==> config.mk <==
export PLATFORM = sky130hd
export DESIGN_NAME = mc_control_unit
export DESIGN_NICKNAME = d
export VERILOG_FILES = /design/src/rtl/mc_ctrl_pkg.sv /design/src/rtl/alu_decoder_ext.sv /design/src/rtl/mc_control_unit.sv
export SDC_FILE = /design/constraint.sdc
export NUM_CORES = 1
export LEC_CHECK = 0
export ABC_AREA = 1
export BUFFER_PORTS_ARGS = -buffer_cell sky130_fd_sc_hd__buf_2
export CORE_MARGIN = 4
export CORE_UTILIZATION = 48
export DETAILED_ROUTE_END_ITERATION = 8
export HOLD_SLACK_MARGIN = 0.12
export PLACE_DENSITY = 0.83
export SYNTH_ARGS = -nofsm -noshare
export SYNTH_HDL_FRONTEND = slang
export SYNTH_SLANG_ARGS = --single-unit
export TNS_END_PERCENT = 50
==> constraint.sdc <==
create_clock -name clk -period 3 [get_ports clk]
set_input_delay 0.6 -clock clk [delete_from_list [all_inputs] [get_ports clk]]
set_output_delay 0.6 -clock clk [all_outputs]
set_load 0.005 [all_outputs]
==> src/rtl/mc_ctrl_pkg.sv <==
// Shared types and encodings for the multicycle control unit: FSM states,
// opcodes, ALU operation codes and datapath mux selects.
package mc_ctrl_pkg;

  typedef enum logic [3:0] {
    S_FETCH,
    S_DECODE,
    S_MEMADR,
    S_MEMREAD,
    S_MEMWB,
    S_MEMWRITE,
    S_EXEC_R,
    S_EXEC_I,
    S_ALUWB,
    S_BRANCH,
    S_JAL,
    S_JALR1,
    S_JALR2,
    S_ERROR
  } state_e;

  // How the ALU decoder should pick an operation in the current state.
  typedef enum logic [1:0] {
    ALU_MODE_ADD,
    ALU_MODE_SUB,
    ALU_MODE_FUNCT
  } alu_mode_e;

  localparam logic [6:0] OP_LOAD   = 7'b0000011;
  localparam logic [6:0] OP_STORE  = 7'b0100011;
  localparam logic [6:0] OP_R      = 7'b0110011;
  localparam logic [6:0] OP_IMM    = 7'b0010011;
  localparam logic [6:0] OP_BRANCH = 7'b1100011;
  localparam logic [6:0] OP_JAL    = 7'b1101111;
  localparam logic [6:0] OP_JALR   = 7'b1100111;

  localparam logic [2:0] F3_ADD  = 3'b000;
  localparam logic [2:0] F3_SLL  = 3'b001;
  localparam logic [2:0] F3_SLT  = 3'b010;
  localparam logic [2:0] F3_SLTU = 3'b011;
  localparam logic [2:0] F3_XOR  = 3'b100;
  localparam logic [2:0] F3_SR   = 3'b101;
  localparam logic [2:0] F3_OR   = 3'b110;
  localparam logic [2:0] F3_AND  = 3'b111;

  localparam logic [2:0] BR_F3_BEQ = 3'b000;
  localparam logic [2:0] BR_F3_BNE = 3'b001;

  localparam logic [2:0] ALU_ADD = 3'b000;
  localparam logic [2:0] ALU_SUB = 3'b001;
  localparam logic [2:0] ALU_AND = 3'b010;
  localparam logic [2:0] ALU_OR  = 3'b011;
  localparam logic [2:0] ALU_SLT = 3'b101;

  localparam logic [3:0] ALU_XOR  = 4'b0100;
  localparam logic [3:0] ALU_SLL  = 4'b0110;
  localparam logic [3:0] ALU_SRL  = 4'b0111;
  localparam logic [3:0] ALU_SRA  = 4'b1000;
  localparam logic [3:0] ALU_SLTU = 4'b1001;

  localparam logic [1:0] SRCA_PC    = 2'b00;
  localparam logic [1:0] SRCA_OLDPC = 2'b01;
  localparam logic [1:0] SRCA_RS1   = 2'b10;

  localparam logic [1:0] SRCB_RS2  = 2'b00;
  localparam logic [1:0] SRCB_IMM  = 2'b01;
  localparam logic [1:0] SRCB_FOUR = 2'b10;

  localparam logic [1:0] RES_ALUOUT = 2'b00;
  localparam logic [1:0] RES_RDATA  = 2'b01;
  localparam logic [1:0] RES_ALU    = 2'b10;

  localparam logic [1:0] IMM_I = 2'b00;
  localparam logic [1:0] IMM_S = 2'b01;
  localparam logic [1:0] IMM_B = 2'b10;
  localparam logic [1:0] IMM_J = 2'b11;

  // Immediate format depends only on the opcode, never on the FSM state.
  function automatic logic [1:0] imm_src_for(input logic [6:0] op);
    case (op)
      OP_STORE:  return IMM_S;
      OP_BRANCH: return IMM_B;
      OP_JAL:    return IMM_J;
      default:   return IMM_I;
    endcase
  endfunction

endpackage

==> src/rtl/alu_decoder_ext.sv <==
// Combinational ALU operation decoder; the extended operations exist only
// when the ALU control word is at least four bits wide.
module alu_decoder_ext
  import mc_ctrl_pkg::*;
#(
  parameter int ALU_W = 3
) (
  input  alu_mode_e        alu_mode_i,
  input  logic [2:0]       f3_i,
  input  logic             f7_i,
  input  logic             op5_i,
  output logic [ALU_W-1:0] alu_control_o
);

  logic [2:0] base_code;

  always_comb begin
    base_code = ALU_ADD;
    case (alu_mode_i)
      ALU_MODE_SUB: base_code = ALU_SUB;
      ALU_MODE_FUNCT: begin
        case (f3_i)
          // Immediate forms (op[5]=0) never subtract, whatever bit 30 holds.
          F3_ADD:  base_code = (f7_i && op5_i) ? ALU_SUB : ALU_ADD;
          F3_SLT:  base_code = ALU_SLT;
          F3_OR:   base_code = ALU_OR;
          F3_AND:  base_code = ALU_AND;
          default: base_code = ALU_ADD;
        endcase
      end
      default: base_code = ALU_ADD;
    endcase
  end

  generate
    if (ALU_W >= 4) begin : g_ext
      logic [3:0] ext_code;
      logic       ext_hit;

      always_comb begin
        ext_hit  = (alu_mode_i == ALU_MODE_FUNCT);
        ext_code = ALU_XOR;
        case (f3_i)
          F3_XOR:  ext_code = ALU_XOR;
          F3_SLL:  ext_code = ALU_SLL;
          F3_SR:   ext_code = f7_i ? ALU_SRA : ALU_SRL;
          F3_SLTU: ext_code = ALU_SLTU;
          default: ext_hit  = 1'b0;
        endcase
      end

      assign alu_control_o = ext_hit ? ALU_W'(ext_code) : ALU_W'(base_code);
    end else begin : g_base
      assign alu_control_o = ALU_W'(base_code);
    end
  endgenerate

endmodule

==> src/rtl/mc_control_unit.sv <==
// Multicycle RISC-V style control FSM: one state register, combinational
// next-state and output decode, with write strobes gated off during reset.
module mc_control_unit
  import mc_ctrl_pkg::*;
#(
  parameter int ALU_W  = 3,
  parameter int BR_EXT = 0
) (
  input  logic             clk,
  input  logic             rst,
  input  logic [6:0]       op,
  input  logic [2:0]       f3,
  input  logic             f7,
  input  logic             zero,
  input  logic             mem_ready,
  output logic             pcWrite,
  output logic             irWrite,
  output logic             regWrite,
  output logic             memWrite,
  output logic             adrSrc,
  output logic [1:0]       aluSrcA,
  output logic [1:0]       aluSrcB,
  output logic [1:0]       resultSrc,
  output logic [1:0]       immSrc,
  output logic [ALU_W-1:0] aluControl,
  output logic             illegal,
  output logic             retire
);

  state_e    state_q, state_d;
  alu_mode_e alu_mode;
  logic      pc_write_raw, ir_write_raw, reg_write_raw, mem_write_raw, retire_raw;

  always_ff @(posedge clk or posedge rst) begin
    if (rst) begin
      state_q <= S_FETCH;
    end else begin
      state_q <= state_d;
    end
  end

  always_comb begin
    state_d = state_q;
    case (state_q)
      S_FETCH:    if (mem_ready) state_d = S_DECODE;
      S_DECODE: begin
        case (op)
          OP_LOAD, OP_STORE: state_d = S_MEMADR;
          OP_R:              state_d = S_EXEC_R;
          OP_IMM:            state_d = S_EXEC_I;
          OP_BRANCH:         state_d = S_BRANCH;
          OP_JAL:            state_d = S_JAL;
          OP_JALR:           state_d = S_JALR1;
          default:           state_d = S_ERROR;
        endcase
      end
      S_MEMADR:   state_d = op[5] ? S_MEMWRITE : S_MEMREAD;
      S_MEMREAD:  if (mem_ready) state_d = S_MEMWB;
      S_MEMWB:    state_d = S_FETCH;
      S_MEMWRITE: if (mem_ready) state_d = S_FETCH;
      S_EXEC_R:   state_d = S_ALUWB;
      S_EXEC_I:   state_d = S_ALUWB;
      S_ALUWB:    state_d = S_FETCH;
      S_BRANCH:   state_d = S_FETCH;
      S_JAL:      state_d = S_ALUWB;
      S_JALR1:    state_d = S_JALR2;
      S_JALR2:    state_d = S_ALUWB;
      S_ERROR:    state_d = S_ERROR;
      default:    state_d = S_ERROR;
    endcase
  end

  always_comb begin
    adrSrc        = 1'b0;
    aluSrcA       = SRCA_PC;
    aluSrcB       = SRCB_RS2;
    resultSrc     = RES_ALUOUT;
    alu_mode      = ALU_MODE_ADD;
    pc_write_raw  = 1'b0;
    ir_write_raw  = 1'b0;
    reg_write_raw = 1'b0;
    mem_write_raw = 1'b0;
    retire_raw    = 1'b0;
    case (state_q)
      S_FETCH: begin
        aluSrcB      = SRCB_FOUR;
        resultSrc    = RES_ALU;
        ir_write_raw = mem_ready;
        pc_write_raw = mem_ready;
      end
      // Precompute the branch target into ALUOut while the opcode is decoded.
      S_DECODE: begin
        aluSrcA = SRCA_OLDPC;
        aluSrcB = SRCB_IMM;
      end
      S_MEMADR: begin
        aluSrcA = SRCA_RS1;
        aluSrcB = SRCB_IMM;
      end
      S_MEMREAD: adrSrc = 1'b1;
      S_MEMWB: begin
        resultSrc     = RES_RDATA;
        reg_write_raw = 1'b1;
        retire_raw    = 1'b1;
      end
      S_MEMWRITE: begin
        adrSrc        = 1'b1;
        mem_write_raw = 1'b1;
        retire_raw    = mem_ready;
      end
      S_EXEC_R: begin
        aluSrcA  = SRCA_RS1;
        alu_mode = ALU_MODE_FUNCT;
      end
      S_EXEC_I: begin
        aluSrcA  = SRCA_RS1;
        aluSrcB  = SRCB_IMM;
        alu_mode = ALU_MODE_FUNCT;
      end
      S_ALUWB: begin
        reg_write_raw = 1'b1;
        retire_raw    = 1'b1;
      end
      S_BRANCH: begin
        aluSrcA    = SRCA_RS1;
        alu_mode   = ALU_MODE_SUB;
        retire_raw = 1'b1;
        if (f3 == BR_F3_BEQ) begin
          pc_write_raw = zero;
        end else if (f3 == BR_F3_BNE && BR_EXT != 0) begin
          pc_write_raw = ~zero;
        end
      end
      // Jumps load the target into PC first, then form the link value PC+4.
      S_JAL: begin
        aluSrcA      = SRCA_OLDPC;
        aluSrcB      = SRCB_FOUR;
        pc_write_raw = 1'b1;
      end
      S_JALR1: begin
        aluSrcA      = SRCA_RS1;
        aluSrcB      = SRCB_IMM;
        resultSrc    = RES_ALU;
        pc_write_raw = 1'b1;
      end
      S_JALR2: begin
        aluSrcA = SRCA_OLDPC;
        aluSrcB = SRCB_FOUR;
      end
      default: ;
    endcase
  end

  alu_decoder_ext #(
    .ALU_W(ALU_W)
  ) u_alu_dec (
    .alu_mode_i   (alu_mode),
    .f3_i         (f3),
    .f7_i         (f7),
    .op5_i        (op[5]),
    .alu_control_o(aluControl)
  );

  assign immSrc  = imm_src_for(op);
  assign illegal = (state_q == S_ERROR);

  // Reset must silence strobes combinationally, even mid-cycle.
  assign pcWrite  = pc_write_raw  & ~rst;
  assign irWrite  = ir_write_raw  & ~rst;
  assign regWrite = reg_write_raw & ~rst;
  assign memWrite = mem_write_raw & ~rst;
  assign retire   = retire_raw    & ~rst;

endmodule

* Yosys cells after proc, flatten, opt, wreduce, memory -nomap -nowiden
Index checks and enable logic that the tools add are counted.
Widths: inputs -> output; s select.
** Word-level totals
- Input port bits :: 15
- Flip-flop bits (word level) :: 4
** Cells by class
- Equal/unequal tests :: 28
- Bitwise operators :: 6
- Muxes and demuxes :: 21
- Reductions and logical operators :: 16
** Operator list (number)
- $pmux 4 s8 :: 1
- $eq 4x4->1 const B :: 6
- $pmux 4 s6 :: 1
- $eq 7x7->1 const B :: 3
- $eq 4x3->1 const B :: 4
- $pmux 2 s2 :: 4
- $eq 7x6->1 const B :: 2
- $mux 4 :: 3
- $pmux 3 s4 :: 1
- $reduce_or 2->1 :: 6
- $reduce_or 3->1 :: 3
- $eq 4x2->1 const B :: 2
- $reduce_or 4->1 :: 2
- $eq 7x2->1 const B :: 1
- $eq 7x5->1 const B :: 1
- $eq 3x3->1 const B :: 2
- $mux 1 :: 6
- $ne 2x2->1 const B :: 3
- $pmux 2 s3 :: 1
- $pmux 3 s2 :: 1
- $and 1x1->1 :: 5
- $reduce_or 5->1 :: 1
- $eq 4x1->1 const B :: 1
- $logic_not 4->1 :: 1
- other kinds (10) :: 10

* Longest topological paths before layout
- Depth in word-level cells :: 5
- Gate-level depth with buffers :: 9
- Depth with buffers taken out :: 9

* By module
A second synthesis with hierarchy kept.
** Second synthesis, totals
- Cells, all modules :: 118
- Area, all modules :: 653.1 µm²
** By module, submodules not included
- mc_control_unit :: instances 1, cells each 101, area each 561.8 µm²
- alu_decoder_ext :: instances 1, cells each 17, area each 91.3 µm²

* Least setup slack after synthesis
OpenSTA, ideal clock, no wires.
- Path type :: register to output
- Start :: register state_q[1]
- End :: output aluControl[1]
- Path slack :: 0.960 ns
- Stages on the path, launching flop included :: 7
- Path buffers :: 0
- Data arrival time :: 1.440 ns
- Data required time :: 2.400 ns
- Cells stage by stage :: dfrtp_1 nor2_2 inv_2 nor2_4 inv_1 ha_1 nor4_1
** Between the ends
- Word-level cells in the longest chain between the ends :: 5
** Ends and longest elaborated chain
- from (decl) :: RTL line mc_control_unit.sv:30 : state_e state_q, state_d;
- from (signal assigned) :: RTL line mc_control_unit.sv:38 : state_q <= state_d;
- $eq 4x3->1 :: RTL line mc_control_unit.sv:84 : case (state_q)
- $reduce_or 2->1 (no line)
- $pmux 2 s2 (*) :: RTL line mc_control_unit.sv:84
- $eq 2x2->1 / $eq 2x1->1 (equally long branches) :: RTL line alu_decoder_ext.sv:19 : case (alu_mode_i)
- $pmux 3 s2 (*) :: RTL line alu_decoder_ext.sv:19
- to (decl) :: RTL line mc_control_unit.sv:25 : output logic [ALU_W-1:0] aluControl,
Every way passes the cells marked *; elsewhere a longest branch is shown, timed or not.

* Worst setup path after layout
Same ends and word-level chain as after synthesis.

==> results.yml <==
run_status:
  status: "completed"
synth:
  syn_area_per_cell_um2: 5.711
  synth_xor_area_frac: 0
  synth.distinct_cells: 22
  syn_inst: 117
  synth_ff_type: "dfrtp_1"
  synth-seq-area-share: 0.1498
  synth.area.top_cells: "nand2_1 16%, dfrtp_1 15%, inv_1 11%, nor2_1 7.3%, nand3_1 6.7%"
  ys_top_cells_by_count: "28 x nand2_1, 19 x inv_1, 13 x nor2_1"
  netlist_area_um2: 668.1
  synth_edf_count: 0
  synth_mux_area_frac: 0
  synthSimpleGateAreaFrac: 0.5599
  synth_top_family_by_area: "simple AND/OR/NAND/NOR gates"
  synth_most_common_cell: "nand2_1"
  synth_seq_cells: 4
  synth_top_area_share: 0.1573
  async_reset_ff_frac: 1.000
  syn_nets: 134
  synth-adder-area-share: 0.03745
  synth-compound-area-share: 0.1086
  yosys.area.top_type: "nand2_1"
  ys_warn_count: 0
clocking:
  numCtsBuffers: 3
  cts.clk_slew.worst_paths_ns: 0.04
  cts_resized: 0
  hold_buffers: 0
  cts_setup_buffers: 0
  cts_tree: "yes"
  clk_latency_ns: 0.25
  clockBufferDepth: 2
  cts_sinks: 4
  htree_levels: 1
  cts_root_buf: "clkbuf_4"
cells_and_area:
  largest_reg_flops: 4
  antenna-diode-count: 0
  nets: 171
  final_layout_size_suffix_gt1_frac: 0.3947
  fill_cells: 122
  regMostFlops: "state_q"
  area_growth_pct: 30.15
  multi_input_area_um2: 471.7
  seq_area_um2: 100.1
  largestRegisters: "state_q: 4 flops"
global_route:
  grt_pass1_wl_um: 3118
  grt_pass1_vias: 791
  grt_usage: 0.2070
  antenna_found_initial: 0
  grt_max_degree: 7
  grt-ovfl-total: 0
drt:
  drt-vias-per-instance: 5.084
  dr.pass1.iters: 4
  drc: 0
  drt-initial-drc-count: 12
  post_drt_wl_per_cell_um: 10.91
  drt_wl_total_um: 1822
  ant_nets: 0
  via_count: 849
floorplanning:
  io_pins: 33
  num_rows: 13
  core-area_mm2: 0.001301
  die_h_um: 45.31
  start_util: 0.5135
  dieArea_mm2: 0.002053
  die_x_um: 45.31
timing:
  max_freq_mhz: 406.6
  period_needed_ns: 2.460
  slew_headroom: 0.8345
  hold_viol_final: 0
  setup_slack_ns: 0.5403
  period_share: 0.8199
  rsz0062_at_grt: "no"
  worst_slew_pin_slew_ns: 0.2459
  drv_slew: 0
  tns_ns: 0
  clock_skew_ns: 0.007737
  finalSetupViolations: 0
setup_path:
  start_kind: "flip-flop"
  crit_fanout: 6
  critPathLaunch: "state_q[1]"
  critPathKind: "reg -> out"
  end_kind: "output pin"
  r2r_start: "state_q[3]"
  worstPathRequired_ns: 2.40
  cp.arrival_ns: 1.86
pwr:
  vdd_drop_max_mv: 0.3046
  power.density_mw_per_mm2: 711.3
  leakage_nw: 0.5205
placed_design:
  port_buffers: 32
  dp_hpwl_um: 1576
  gp_congestion: 0.8513
  dp_slack_ns: 0.7723
job:
  maxCapViolations: 0
min_path:
  hp-class: "in -> async"
-- layout make-up --
cell class | instances | share of cell area
Multi-Input combinational cell | 88 | 0.5424
Timing Repair Buffer | 32 | 0.1842
Sequential cell | 4 | 0.1151
Clock buffer | 3 | 0.02590
Tap cell | 15 | 0.02158
Inverter | 25 | 0.1108
-- placed cells by master (no fill, tap or decap), drive strengths merged --
cell	instances
nand2	34
buf	32
inv	25
nor2	23
nand3	10
nand4	4
dfrtp	4
a21oi	4
o21ai	3
clkbuf	3
nor4	2
a31oi	2
ha	2
nor3	1
nand3b	1
a41oi	1
o221ai	1
-- through the flow --
stage / utilization / hold slack (ns) / total power, W / std cells / instance area, um^2
2_1_floorplan: - / 0.3661 / 0.0004170 / 117 / 668.1
3_3_place_gp: 0.6510 / 0.5344 / 0.0005366 / 164 / 847.1
3_5_place_dp: 0.6510 / 0.5412 / 0.0005485 / 164 / 847.1
4_1_cts: 0.6683 / 0.2806 / 0.0006225 / 167 / 869.6
5_1_grt: 0.6683 / 0.3093 / 0.0006794 / 167 / 869.6
6_report: 0.6683 / 0.2816 / 0.0006185 / 167 / 869.6
-- logic make-up after synthesis --
group | after synthesis
flops | 4
buf+inv | 25
fa+ha+maj | 2
simple gates | 75
compound gates | 11
-- metal layers --
layer | vias up | part of all wire | wire length (um) | GRT usage
li1 | 448 | - | - | -
met1 | 363 | 0.41 | 755 | 0.2332
met2 | 35 | 0.50 | 907 | 0.3757
met3 | 3 | 0.074 | 134 | 0.01195
met4 | 0 | 0.014 | 25 | 0.1228
met5 | - | 0 | 0 | 0
-- worst paths after layout --
| kind | endpoint | slack (ns) | depth (start not counted) |
|---|---|---|---|
| max in group asynchronous | state_q[1] | 2.55 | 2 |
| min in group clk | state_q[2] | 0.64 | 2 |
| min reg2reg | state_q[2] | 0.64 | 2 |
| max | aluControl[1] | 0.54 | 7 |
| max reg2reg | state_q[0] | 1.69 | 5 |
| min | state_q[3] | 0.28 | 2 |
-- critical path: stages (launching register included) --
cell and delay (ns):
dfrtp_1 0.43, nor2_2 0.20, inv_2 0.08, nor2_4 0.11
inv_1 0.08, ha_1 0.31, nor4_1 0.26, buf_2 0.15
-- report_power, final --
group	switching, W	internal, W
logic	0.000272	0.000172
registers	0.0000286	0.0000751
clock network	0.0000255	0.0000450
No activity file was read; power rests on OpenSTA's default activity.
